--- src/rtl/pico_mips_core_if.sv ---
// Core-side bundle: program fetch (pc/instr), switch input handshake and LED/status outputs.
interface pico_mips_core_if #(
    parameter int DW     = 8,
    parameter int NREG   = 8,
    parameter int PDEPTH = 32
);
    localparam int RW = $clog2(NREG);
    localparam int PW = $clog2(PDEPTH);
    localparam int IW = 3 + 2 * RW + DW;

    logic [IW-1:0] instr;
    logic [PW-1:0] pc;
    logic [DW-1:0] sw_data;
    logic          sw_go;
    logic [DW-1:0] led;
    logic          busy;
    logic          halted;

    modport master (
        input  instr, sw_data, sw_go,
        output pc, led, busy, halted
    );

    modport slave (
        output instr, sw_data, sw_go,
        input  pc, led, busy, halted
    );
endinterface

--- src/rtl/pico_mips_core.sv ---
// Multi-cycle accumulator core: single-cycle ALU/branch ops, DW-cycle shift-add MUL (DW+1 total),
// IN stalls pc until one full press/release of the synchronised button; HALT is terminal.
module pico_mips_core #(
    parameter int DW     = 8,
    parameter int NREG   = 8,
    parameter int PDEPTH = 32
) (
    input logic              clk_i,
    input logic              rst_i,
    pico_mips_core_if.master bus
);
    localparam int RW = $clog2(NREG);
    localparam int PW = $clog2(PDEPTH);
    localparam int IW = 3 + 2 * RW + DW;
    localparam int CW = $clog2(DW);

    localparam logic [2:0] OP_LDI  = 3'd0;
    localparam logic [2:0] OP_ADD  = 3'd1;
    localparam logic [2:0] OP_ADDI = 3'd2;
    localparam logic [2:0] OP_MUL  = 3'd3;
    localparam logic [2:0] OP_IN   = 3'd4;
    localparam logic [2:0] OP_OUT  = 3'd5;
    localparam logic [2:0] OP_BNZ  = 3'd6;

    typedef enum logic [2:0] {
        S_EXEC, S_MUL, S_WAIT_PRESS, S_WAIT_RELEASE, S_HALT
    } state_t;

    state_t          state_q, state_d;
    logic [PW-1:0]   pc_q, pc_d;
    logic [DW-1:0]   led_q, led_d;
    logic [DW-1:0]   regs_q [NREG];
    logic [2*DW-1:0] mcand_q, mcand_d, acc_q, acc_d;
    logic [DW-1:0]   mplier_q, mplier_d;
    logic [CW-1:0]   cnt_q, cnt_d;
    logic            sync1_q, sync2_q, sw_go_s;

    logic [2:0]      op;
    logic [RW-1:0]   rd, rs;
    logic [DW-1:0]   imm, rd_val, rs_val;
    logic [PW-1:0]   pc_inc, br_tgt, br_dst;
    logic [2*DW-1:0] acc_step;
    logic [DW-1:0]   mul_res;
    logic            mul_last;
    logic            wr_en;
    logic [DW-1:0]   wr_dat;
    logic            busy, halted;

    assign op       = bus.instr[IW-1 -: 3];
    assign rd       = bus.instr[DW+RW +: RW];
    assign rs       = bus.instr[DW +: RW];
    assign imm      = bus.instr[DW-1:0];
    assign rd_val   = regs_q[rd];
    assign rs_val   = regs_q[rs];
    assign sw_go_s  = sync2_q;
    assign pc_inc   = (pc_q == PW'(PDEPTH - 1)) ? '0 : pc_q + PW'(1);
    assign br_dst   = ({1'b0, br_tgt} >= (PW+1)'(PDEPTH)) ? '0 : br_tgt;
    assign acc_step = acc_q + (mplier_q[0] ? mcand_q : '0);
    assign mul_res  = imm[0] ? acc_step[2*DW-1:DW] : acc_step[DW-1:0];
    assign mul_last = (cnt_q == CW'(DW - 1));

    // Branch target is the low PW bits of imm, zero-filled if imm is narrower.
    always_comb begin
        br_tgt = '0;
        for (int b = 0; b < PW; b++) begin
            if (b < DW) br_tgt[b] = imm[b];
        end
    end

    always_ff @(posedge clk_i or posedge rst_i) begin
        if (rst_i) state_q <= S_EXEC;
        else       state_q <= state_d;
    end

    always_comb begin
        state_d = state_q;
        case (state_q)
            S_EXEC: begin
                case (op)
                    OP_MUL:  state_d = S_MUL;
                    OP_IN:   state_d = S_WAIT_PRESS;
                    3'd7:    state_d = S_HALT;
                    default: state_d = S_EXEC;
                endcase
            end
            S_MUL:          if (mul_last) state_d = S_EXEC;
            S_WAIT_PRESS:   if (sw_go_s)  state_d = S_WAIT_RELEASE;
            S_WAIT_RELEASE: if (!sw_go_s) state_d = S_EXEC;
            S_HALT:         state_d = S_HALT;
            default:        state_d = S_EXEC;
        endcase
    end

    always_comb begin
        wr_en    = 1'b0;
        wr_dat   = '0;
        pc_d     = pc_q;
        led_d    = led_q;
        mcand_d  = mcand_q;
        mplier_d = mplier_q;
        acc_d    = acc_q;
        cnt_d    = cnt_q;
        busy     = 1'b0;
        halted   = 1'b0;
        case (state_q)
            S_EXEC: begin
                case (op)
                    OP_LDI:  begin wr_en = 1'b1; wr_dat = imm;             pc_d = pc_inc; end
                    OP_ADD:  begin wr_en = 1'b1; wr_dat = rd_val + rs_val; pc_d = pc_inc; end
                    OP_ADDI: begin wr_en = 1'b1; wr_dat = rd_val + imm;    pc_d = pc_inc; end
                    OP_MUL: begin
                        mcand_d  = {{DW{1'b0}}, rd_val};
                        mplier_d = rs_val;
                        acc_d    = '0;
                        cnt_d    = '0;
                    end
                    OP_OUT:  begin led_d = rs_val; pc_d = pc_inc; end
                    OP_BNZ:  pc_d = (rd_val != '0) ? br_dst : pc_inc;
                    default: ;
                endcase
            end
            S_MUL: begin
                busy     = 1'b1;
                acc_d    = acc_step;
                mcand_d  = mcand_q << 1;
                mplier_d = mplier_q >> 1;
                cnt_d    = cnt_q + CW'(1);
                if (mul_last) begin
                    wr_en  = 1'b1;
                    wr_dat = mul_res;
                    pc_d   = pc_inc;
                end
            end
            S_WAIT_PRESS: begin
                busy = 1'b1;
                if (sw_go_s) begin
                    wr_en  = 1'b1;
                    wr_dat = bus.sw_data;
                end
            end
            S_WAIT_RELEASE: begin
                busy = 1'b1;
                if (!sw_go_s) pc_d = pc_inc;
            end
            S_HALT:  halted = 1'b1;
            default: ;
        endcase
    end

    always_ff @(posedge clk_i or posedge rst_i) begin
        if (rst_i) begin
            pc_q     <= '0;
            led_q    <= '0;
            mcand_q  <= '0;
            mplier_q <= '0;
            acc_q    <= '0;
            cnt_q    <= '0;
            sync1_q  <= 1'b0;
            sync2_q  <= 1'b0;
            for (int i = 0; i < NREG; i++) regs_q[i] <= '0;
        end else begin
            pc_q     <= pc_d;
            led_q    <= led_d;
            mcand_q  <= mcand_d;
            mplier_q <= mplier_d;
            acc_q    <= acc_d;
            cnt_q    <= cnt_d;
            sync1_q  <= bus.sw_go;
            sync2_q  <= sync1_q;
            if (wr_en) regs_q[rd] <= wr_dat;
        end
    end

    assign bus.pc     = pc_q;
    assign bus.led    = led_q;
    assign bus.busy   = busy;
    assign bus.halted = halted;
endmodule

--- src/flat_wrapper.sv ---
// flat-port wrapper written by rule: the top's interface ports become plain ports
module pico_mips_core_flat 
#(
    parameter int DW     = 8,
    parameter int NREG   = 8,
    parameter int PDEPTH = 32
)
  (clk_i, rst_i, bus_instr, bus_sw_data, bus_sw_go, bus_pc, bus_led, bus_busy, bus_halted);
  pico_mips_core_if #(.DW(DW), .NREG(NREG), .PDEPTH(PDEPTH)) bus_i ();
  input logic clk_i;
  input logic rst_i;
  input wire logic [$bits(bus_i.instr)-1:0] bus_instr;
  input wire logic [$bits(bus_i.sw_data)-1:0] bus_sw_data;
  input wire logic [$bits(bus_i.sw_go)-1:0] bus_sw_go;
  output wire logic [$bits(bus_i.pc)-1:0] bus_pc;
  output wire logic [$bits(bus_i.led)-1:0] bus_led;
  output wire logic [$bits(bus_i.busy)-1:0] bus_busy;
  output wire logic [$bits(bus_i.halted)-1:0] bus_halted;
  assign bus_i.instr = bus_instr;
  assign bus_i.sw_data = bus_sw_data;
  assign bus_i.sw_go = bus_sw_go;
  assign bus_pc = bus_i.pc;
  assign bus_led = bus_i.led;
  assign bus_busy = bus_i.busy;
  assign bus_halted = bus_i.halted;
  pico_mips_core #(.DW(DW), .NREG(NREG), .PDEPTH(PDEPTH)) u_core (.clk_i(clk_i), .rst_i(rst_i), .bus(bus_i));
endmodule
--- config.mk ---
export PLATFORM = sky130hd
export DESIGN_NAME = pico_mips_core_flat
export DESIGN_NICKNAME = d
export VERILOG_FILES = /design/src/rtl/pico_mips_core_if.sv /design/src/rtl/pico_mips_core.sv /design/src/flat_wrapper.sv
export SDC_FILE = /design/constraint.sdc
export NUM_CORES = 1
export LEC_CHECK = 0
export BUFFER_PORTS_ARGS = -buffer_cell sky130_fd_sc_hd__buf_2
export CORE_MARGIN = 5
export CORE_UTILIZATION = 34
export CTS_CLUSTER_DIAMETER = 80
export DETAILED_ROUTE_END_ITERATION = 6
export PLACE_DENSITY_LB_ADDON = 0.3
export SLEW_MARGIN = 20
export SYNTH_ARGS = -nofsm -noshare
export SYNTH_HDL_FRONTEND = slang
export SYNTH_SLANG_ARGS = --single-unit
--- constraint.sdc ---
create_clock -name clk_i -period 8 [get_ports clk_i]
set_input_delay 0.8 -clock clk_i [delete_from_list [all_inputs] [get_ports clk_i]]
set_output_delay 0.8 -clock clk_i [all_outputs]
set_load 0.005 [all_outputs]
==> results of run 1 <==
[metrics by stage]
stage | util (%) | hold WS [ps]
2_1_floorplan | - | 331
3_3_place_gp | 36.3 | 334
3_5_place_dp | 36.3 | 340
4_1_cts | 38.9 | 353
5_1_grt | 38.9 | 363
6_report | 38.9 | 359
[layout make-up]
class,instances,area (µm²)
Tap cell,319,399
Clock inverter,7,139
Multi-Input combinational cell,593,4610
Sequential cell,125,3130
Timing Repair Buffer,51,278
Fill cell,2303,14300
Clock buffer,22,464
Inverter,13,51.3
[kinds of logic (layout without fill, tap and decap cells)]
| group | count (synthesis) | after routing |
|---|---|---|
| AND/OR/NAND/NOR | 256 | 256 |
| AO/OA/AOI/OAI | 166 | 166 |
| flip-flops | 125 | 125 |
| multiplexers | 123 | 123 |
| buffers and inverters | 58 | 93 |
| adder cells (fa/ha/maj) | 28 | 28 |
| XOR/XNOR | 20 | 20 |
[power by group through the flow]
stage,Clock (µW),Sequential (µW),Combinational (µW)
final,817,1070,1090
after global routing,856,1100,1210
after CTS,827,1070,1090
after detailed placement,0,1070,1090
after global placement,0,1070,1070
after floorplan,0,992,835
[registers in the layout, indices dropped and copies added, names as in the netlist]
| register | cells |
|---|---|
| u_core.sync1_q | 1 |
| u_core.cnt_q | 3 |
| u_core.state_q | 3 |
| u_core.bus.pc | 5 |
| u_core.bus.led | 8 |
| u_core.regs_q | 64 |
| u_core.mcand_q | 16 |
| u_core.mplier_q | 8 |
| u_core.acc_q | 16 |
| u_core.sw_go_s | 1 |
[path summary, 6_finish.rpt]
check                      cells past startpoint                 to         startpoint
max                                           14  u_core.regs_q[33]      bus_instr[11]
min in group asynchronous                      2   u_core.bus.pc[4]              rst_i
max reg2reg                                   12  u_core.regs_q[33]  u_core.regs_q[40]
min                                            0     u_core.sw_go_s     u_core.sync1_q
max in group asynchronous                      3   u_core.acc_q[11]              rst_i
min reg2reg                                    0     u_core.sw_go_s     u_core.sync1_q
[layer usage]
layer | wire length [µm] | part of all wire, % | GRT usage (%)
met2 | 10300 | 46 | 26.8
met3 | 1140 | 5.1 | 3.79
met5 | 0 | 0 | 0
met1 | 10600 | 47 | 24.6
met4 | 442 | 2.0 | 5.18
[Yosys cell counts, drive strengths merged (3+ instances only)]
library cell,instances
dfrtp,125
a21o,7
or4,3
o21ai,33
nand2b,7
nand3b,5
ha,26
o31ai,4
xor2,8
a211oi,6
and2,17
or3b,3
a22oi,19
or3,5
inv,13
mux2,94
and3,8
nor3b,8
nor2b,8
clkbuf,26
nand2,82
nor2,41
nand3,38
a221oi,7
mux2i,11
xnor2,12
nor3,16
a21oi,40
a22o,3
o2111ai,3
buf,19
o211ai,8
o22ai,8
nor4,8
mux4,18
o21a,4
a31oi,7
[worst max-delay path, cell delays in order]
cell and delay (ps):
buf_2 630, mux2_1 390, a21oi_1 150, o22ai_1 90, nor2_1 360, inv_1 150
fa_1 550, mux2i_1 80, nor2_1 90, a21oi_1 40, o21ai_0 310, inv_1 110
a311oi_2 600, mux2_2 280
==> reports/results.env, run 1 <==
STATUS='finished clean'
MAX-CAP-VIOLATIONS=0
SYNTH_TOP_FLOP_CELL='dfrtp_1'
TNS_PS=0
DRT_FIRST_ITER_VIOLATIONS=650
CTSHOLDBUFFERS=0
CLOCK_TREE.BUFFER_DEPTH=2
SHARE_CLK_OF_TOTAL_POWER_PCT=27.5
LEAKAGEPOWER_uW=0.00415
SYNTH_NETS=832
GRT_MAX_DEGREE=74
LAYOUT.CELLS.MOST_COMMON_LIST='dfrtp_1 (125), mux2_2 (87), nand2_1 (82), buf_2 (42), a21oi_1 (40)'
PORTBUFFERS=42
TRITONCTS_NUM_SINKS=125
P_SEQ_SHARE_PCT=35.9
FIRST_PASS_ITERS=6
GRT.TOTAL_USAGE_PCT=17.4
CP_DATA_ARRIVAL_TIME_PS=4640
FIN_NETS=857
IR_DROP_uV=194
SYNTH_XOR_XNOR_AREA_SHARE_PCT=2.19
FINAL-INSTANCE-COUNT-EXCL-FILL=1130
AREA.GROWTH.SYNTH_TO_FINAL_PCT=13.4
WORST-SLEW-PIN-TRANSITION_PS=942
DPL_WORST_SLACK_PS=3390
CLOCK_PIN_SLEW_ON_THE_WORST_SETUP_AND_HOLD_PATHS_PS=60
COMMONEST_NON_FILL_NON_TAP_CELL_IN_THE_LAYOUT='dfrtp_1'
SETUP_SLACK_PS=3720
H-TREE-DEPTH=4
RSZ_0062_RAISED_AFTER_GLOBAL_ROUTING='false'
DIODES=0
GLOBALROUTEOVERFLOWTOTAL=0
DPL_CELL_AREA_UM2=8470
CTS_RESIZED=0
AVG_SYNTHESIZED_CELL_AREA_UM2=10.3
POSTROUTEANTENNANETS=0
MAXSLEWVIOLCOUNT=0
FIRST_GLOBAL_VIAS=6245
WORST_SETUP_PATH_START_KIND='input pin'
POWER_DENSITY_nW_PER_UM2=328
DIE-AREA_UM2=26700
POST_CTS_SETUP_BUFFERS=0
SYNTH_TOP_FAMILY_BY_AREA='multiplexers'
SYNTH_ADDER_AREA_SHARE_PCT=4.57
ROWS=56
TIMING.FINAL.HOLD_VIOLATIONS=0
FLOORPLAN.INITIALDENSITY_PCT=34.3
POSTSYNTH.ASYNCRESETSHARE_PCT=100
TIMING_WORST_SETUP_PATH_TYPE='input pin to flop'
SYNTH_CELLS=776
DETAIL_ROUTE.WIRELENGTH_UM=22500
POST_ROUTE_FRACTION_OF_THE_PERIOD_CONSUMED_BY_THE_CRITICAL_PATH_PCT=53.5
PWR-SHARE-COMB_PCT=36.6
SYNTH_EDF_COUNT=0
TRITONCTS_CLOCK_TREE='built'
SYNTH_TOP_CELL_AREA_SHARE_PCT=39.1
GRT_FIRST_PASS_WIRELENGTH_UM=36100
ROUTED_VIAS=6326
SYNTH.LIB_CELLS_USED.DISTINCT=74
YOSYS_REGISTER_BITS=125
IO_PINS=43
NUMBER_OF_ANTENNA_VIOLATIONS_AT_THE_FIRST_CHECK_IN_GLOBAL_ROUTING=0
NUMPLACEDINSTANCES=1101
P_INT_uW=1890
DRC_VIOLATION_COUNT_AFTER_ROUTING=0
WORST-ENDPOINT-REQUIRED_PS=8360
P_TOTAL_uW=2970
WORSTHOLDPATHTYPE='flop to flop'
TIMING.FMAX_MHz=234
CLOCK_INSERTION_DELAY_WORST_SKEW_PS=430
SYNTHDOMINANTAREACELLTYPE='dfrtp_1'
TOTAL_SWITCHING_POWER_uW=1080
TIMING.CRITICAL_PATH.FANOUT_MAX=35
DRIVE_GT1_SHARE_PCT=25.3
AVGVIACOUNTPERCELL=5.60
YOSYS_WARNINGS=0
CRITPATHCAPTURETYPE='flop'
SW_FRAC_OF_TOTAL_PCT=36.4
PLACE_CONGESTION=0.883
CLK_ROOT_BUFFER_CELL='clkbuf_16'
NETLIST_TOP_CELLS_AREA='dfrtp_1 (39%), mux2_2 (12%), mux4_2 (4.8%)'
CORE_REGION_AREA_UM2=23300
SLEW_HEADROOM_PCT=37.2
PERIOD_MINUS_SLACK_PS=4280
R2R_SETUP_SLACK_PS=4210
SYNTH_SEQ_AREA_SHARE_PCT=39.1
SIMPLE_GATE_AREA_SHARE_OF_THE_YOSYS_NETLIST_PCT=16.6
SYNTHESIS.AREA_UM2=8000
CTS_MADE_BUFFERS=17
FINCLKSKEW_PS=7.87
DIE_H_UM=163
DETAILEDPLACEMENTHPWL_UM=15600
SYNTH_COMPOUND_GATE_AREA_SHARE_PCT=14.3
MULTIPLEXER_SHARE_OF_THE_SYNTHESIZED_AREA_PCT=19.9
SETUP_VIOL=0
POST-ROUTE-CELL-AREA_UM2=9070
FP.DIEW_UM=163
DRT-WIRELENGTH-PER-CELL_UM=19.9
No activity file was read; power rests on OpenSTA's default activity.
==> run 2: changes to the inputs <==
==> constraint.sdc (replaced) <==
create_clock -name clk_i -period 3.6 [get_ports clk_i]
set_input_delay 0.36 -clock clk_i [delete_from_list [all_inputs] [get_ports clk_i]]
set_output_delay 0.36 -clock clk_i [all_outputs]
set_load 0.005 [all_outputs]
==> run 2 against run 1 <==
Cell area grew 4.4%. Via count grew 2.0%. Critical path type is now flop to flop. Largest power group unchanged. Total power grew 120%. Critical endpoint is now u_core.regs_q[11].
==> reports/results.env, run 2 (same netlist as run 1, synthesis figures left out) <==
FLOORPLAN.INITIALDENSITY_PCT=34.3
CLOCK_PIN_SLEW_ON_THE_WORST_SETUP_AND_HOLD_PATHS_PS=60
DRC_VIOLATION_COUNT_AFTER_ROUTING=0
CP_DATA_ARRIVAL_TIME_PS=3710
ROWS=56
POST-ROUTE-CELL-AREA_UM2=9470
DPL_CELL_AREA_UM2=8830
CRITPATHCAPTURETYPE='flop'
CLOCK_TREE.BUFFER_DEPTH=2
DETAILEDPLACEMENTHPWL_UM=16500
POSTROUTEANTENNANETS=0
SLEW_HEADROOM_PCT=41.3
MAX-CAP-VIOLATIONS=0
LEAKAGEPOWER_uW=0.00437
P_SEQ_SHARE_PCT=35.4
IR_DROP_uV=279
DIE-AREA_UM2=26700
CORE_REGION_AREA_UM2=23300
SW_FRAC_OF_TOTAL_PCT=38.1
TIMING_WORST_SETUP_PATH_TYPE='flop to flop'
TRITONCTS_NUM_SINKS=125
TIMING.CRITICAL_PATH.FANOUT_MAX=8
WORSTHOLDPATHTYPE='input pin to flop'
DIE_H_UM=163
COMMONEST_NON_FILL_NON_TAP_CELL_IN_THE_LAYOUT='dfrtp_1'
GRT_FIRST_PASS_WIRELENGTH_UM=36500
DETAIL_ROUTE.WIRELENGTH_UM=22900
WORST-ENDPOINT-REQUIRED_PS=3910
GRT_MAX_DEGREE=126
FIN_WORST_HOLD_SLACK_PS=50.3
FIRST_PASS_ITERS=5
PLACE_CONGESTION=0.868
FIRST_GLOBAL_VIAS=6336
WORST_SETUP_PATH_START_KIND='flop'
PWR-SHARE-COMB_PCT=39.2
CTSHOLDBUFFERS=0
CLK_ROOT_BUFFER_CELL='clkbuf_16'
NUMBER_OF_ANTENNA_VIOLATIONS_AT_THE_FIRST_CHECK_IN_GLOBAL_ROUTING=0
P_INT_uW=4120
TRITONCTS_CLOCK_TREE='built'
FINCLKSKEW_PS=8.70
SHARE_CLK_OF_TOTAL_POWER_PCT=25.4
CTS_MADE_BUFFERS=17
TOTAL_SWITCHING_POWER_uW=2530
GLOBALROUTEOVERFLOWTOTAL=0
CELL_DEPTH_OF_THE_WORST_MIN_DELAY_PATH=1
PORTBUFFERS=42
RSZ_0062_RAISED_AFTER_GLOBAL_ROUTING='false'
WHS_ENDPOINT='u_core.sync1_q'
PERIOD_MINUS_SLACK_PS=3400
MAXSLEWVIOLCOUNT=0
TIMING.FINAL.HOLD_VIOLATIONS=0
DRT_FIRST_ITER_VIOLATIONS=472
H-TREE-DEPTH=4
GRT.TOTAL_USAGE_PCT=17.7
ROUTED_VIAS=6451
STARTPOINT_OF_THE_LOWEST_SLACK_REGISTER_TO_REGISTER_PATH='u_core.regs_q[41]'
AREA.GROWTH.SYNTH_TO_FINAL_PCT=18.5
LARGEST_REG_FLOPS=64
LAYOUT.CELLS.MOST_COMMON_LIST='dfrtp_1 (125), mux2_2 (85), nand2_1 (82), buf_4 (55), buf_2 (42)'
AVGVIACOUNTPERCELL=5.47
STATUS='finished clean'
R2R_PATH_END='u_core.regs_q[11]'
BIGGESTREGSBYFLOPS='u_core.regs_q x64, u_core.acc_q x16, u_core.mcand_q x16'
WORST-SLEW-PIN-TRANSITION_PS=874
DRIVE_GT1_SHARE_PCT=31.2
IO_PINS=43
WORST_HOLD_STARTPOINT='bus_sw_go'
SETUP_VIOL=0
TIMING.REG2REG.WORST_PATH_DEPTH=12
REGISTERS.TOP_BY_FF_COUNT='u_core.regs_q'
POWER_DENSITY_nW_PER_UM2=702
DIODES=0
CLOCK_INSERTION_DELAY_WORST_SKEW_PS=430
UTILIZATION_PCT=40.6
FIN_NETS=904
DRT-WIRELENGTH-PER-CELL_UM=19.4
POST_ROUTE_FRACTION_OF_THE_PERIOD_CONSUMED_BY_THE_CRITICAL_PATH_PCT=94.4
R2R_SETUP_SLACK_PS=200
FP.DIEW_UM=163
TIMING.FMAX_MHz=294
==> run 2: routing by layer <==
layer	track usage [%]	part of all wire, %	up-vias
met2	27.4	46	190
met1	25.1	46	3196
met3	3.94	6.1	26
met5	0	0	-
li1	-	-	3039
met4	4.96	1.4	0
==> run 2: how the worst max path moves through the flow <==
stage / start / to / slack (ps) / depth (start not counted)
detailed placement: bus_instr[9] / u_core.regs_q[22] / -210 / 13
floorplan: bus_instr[8] / u_core.regs_q[12] / 10 / 14
global route: u_core.regs_q[41] / u_core.regs_q[11] / 2 / 12
finish: u_core.regs_q[41] / u_core.regs_q[11] / 200 / 12
CTS: u_core.regs_q[40] / u_core.regs_q[28] / 20 / 12
global placement: bus_instr[9] / u_core.regs_q[38] / -170 / 13
==> run 2: worst max-delay path, stage by stage (launching register included) <==
cell     delay, ps
dfrtp_1        400
mux4_2         480
mux2_2         310
mux2_2         300
ha_1           300
a21o_1         170
a21oi_2        140
buf_4          130
xor2_1         170
o21ai_0        100
a31oi_1        270
o31ai_4        190
mux2_2         310
==> run 2: power groups by stage <==
stage	combinational (µW)	clock, µW	sequential [µW]
floorplan	1860	0	2200
global placement	2530	0	2360
detailed placement	2570	0	2360
CTS	2590	1720	2340
global route	2890	1780	2420
finish	2610	1690	2360
==> run 2: timing repair <==
item / in CTS / in global routing
gates resized for setup: 1 / 13
buffers inserted: 0 / 0
endpoints found under the setup margin: 7 / 32
hold endpoints to repair: 0 / 0
pin swaps: 0 / 6
==> run 2: layout make-up <==
type | instances | area (µm²)
Multi-Input combinational cell | 593 | 4670
Fill cell | 2295 | 13900
Timing Repair Buffer | 98 | 643
Sequential cell | 125 | 3130
Clock buffer | 18 | 439
Clock inverter | 14 | 135
Inverter | 13 | 52.6
Tap cell | 319 | 399
==> run 2: through the flow <==
step | TNS (ps) | instances | setup slack (ps) | power, µW
after floorplan | 0 | 776 | 9.90 | 4060
after global placement | -3030 | 1148 | -174 | 4890
after detailed placement | -3910 | 1148 | -210 | 4930
after CTS | 0 | 1180 | 17.7 | 6650
after global routing | 0 | 1180 | 2.11 | 7080
final | 0 | 1180 | 201 | 6650
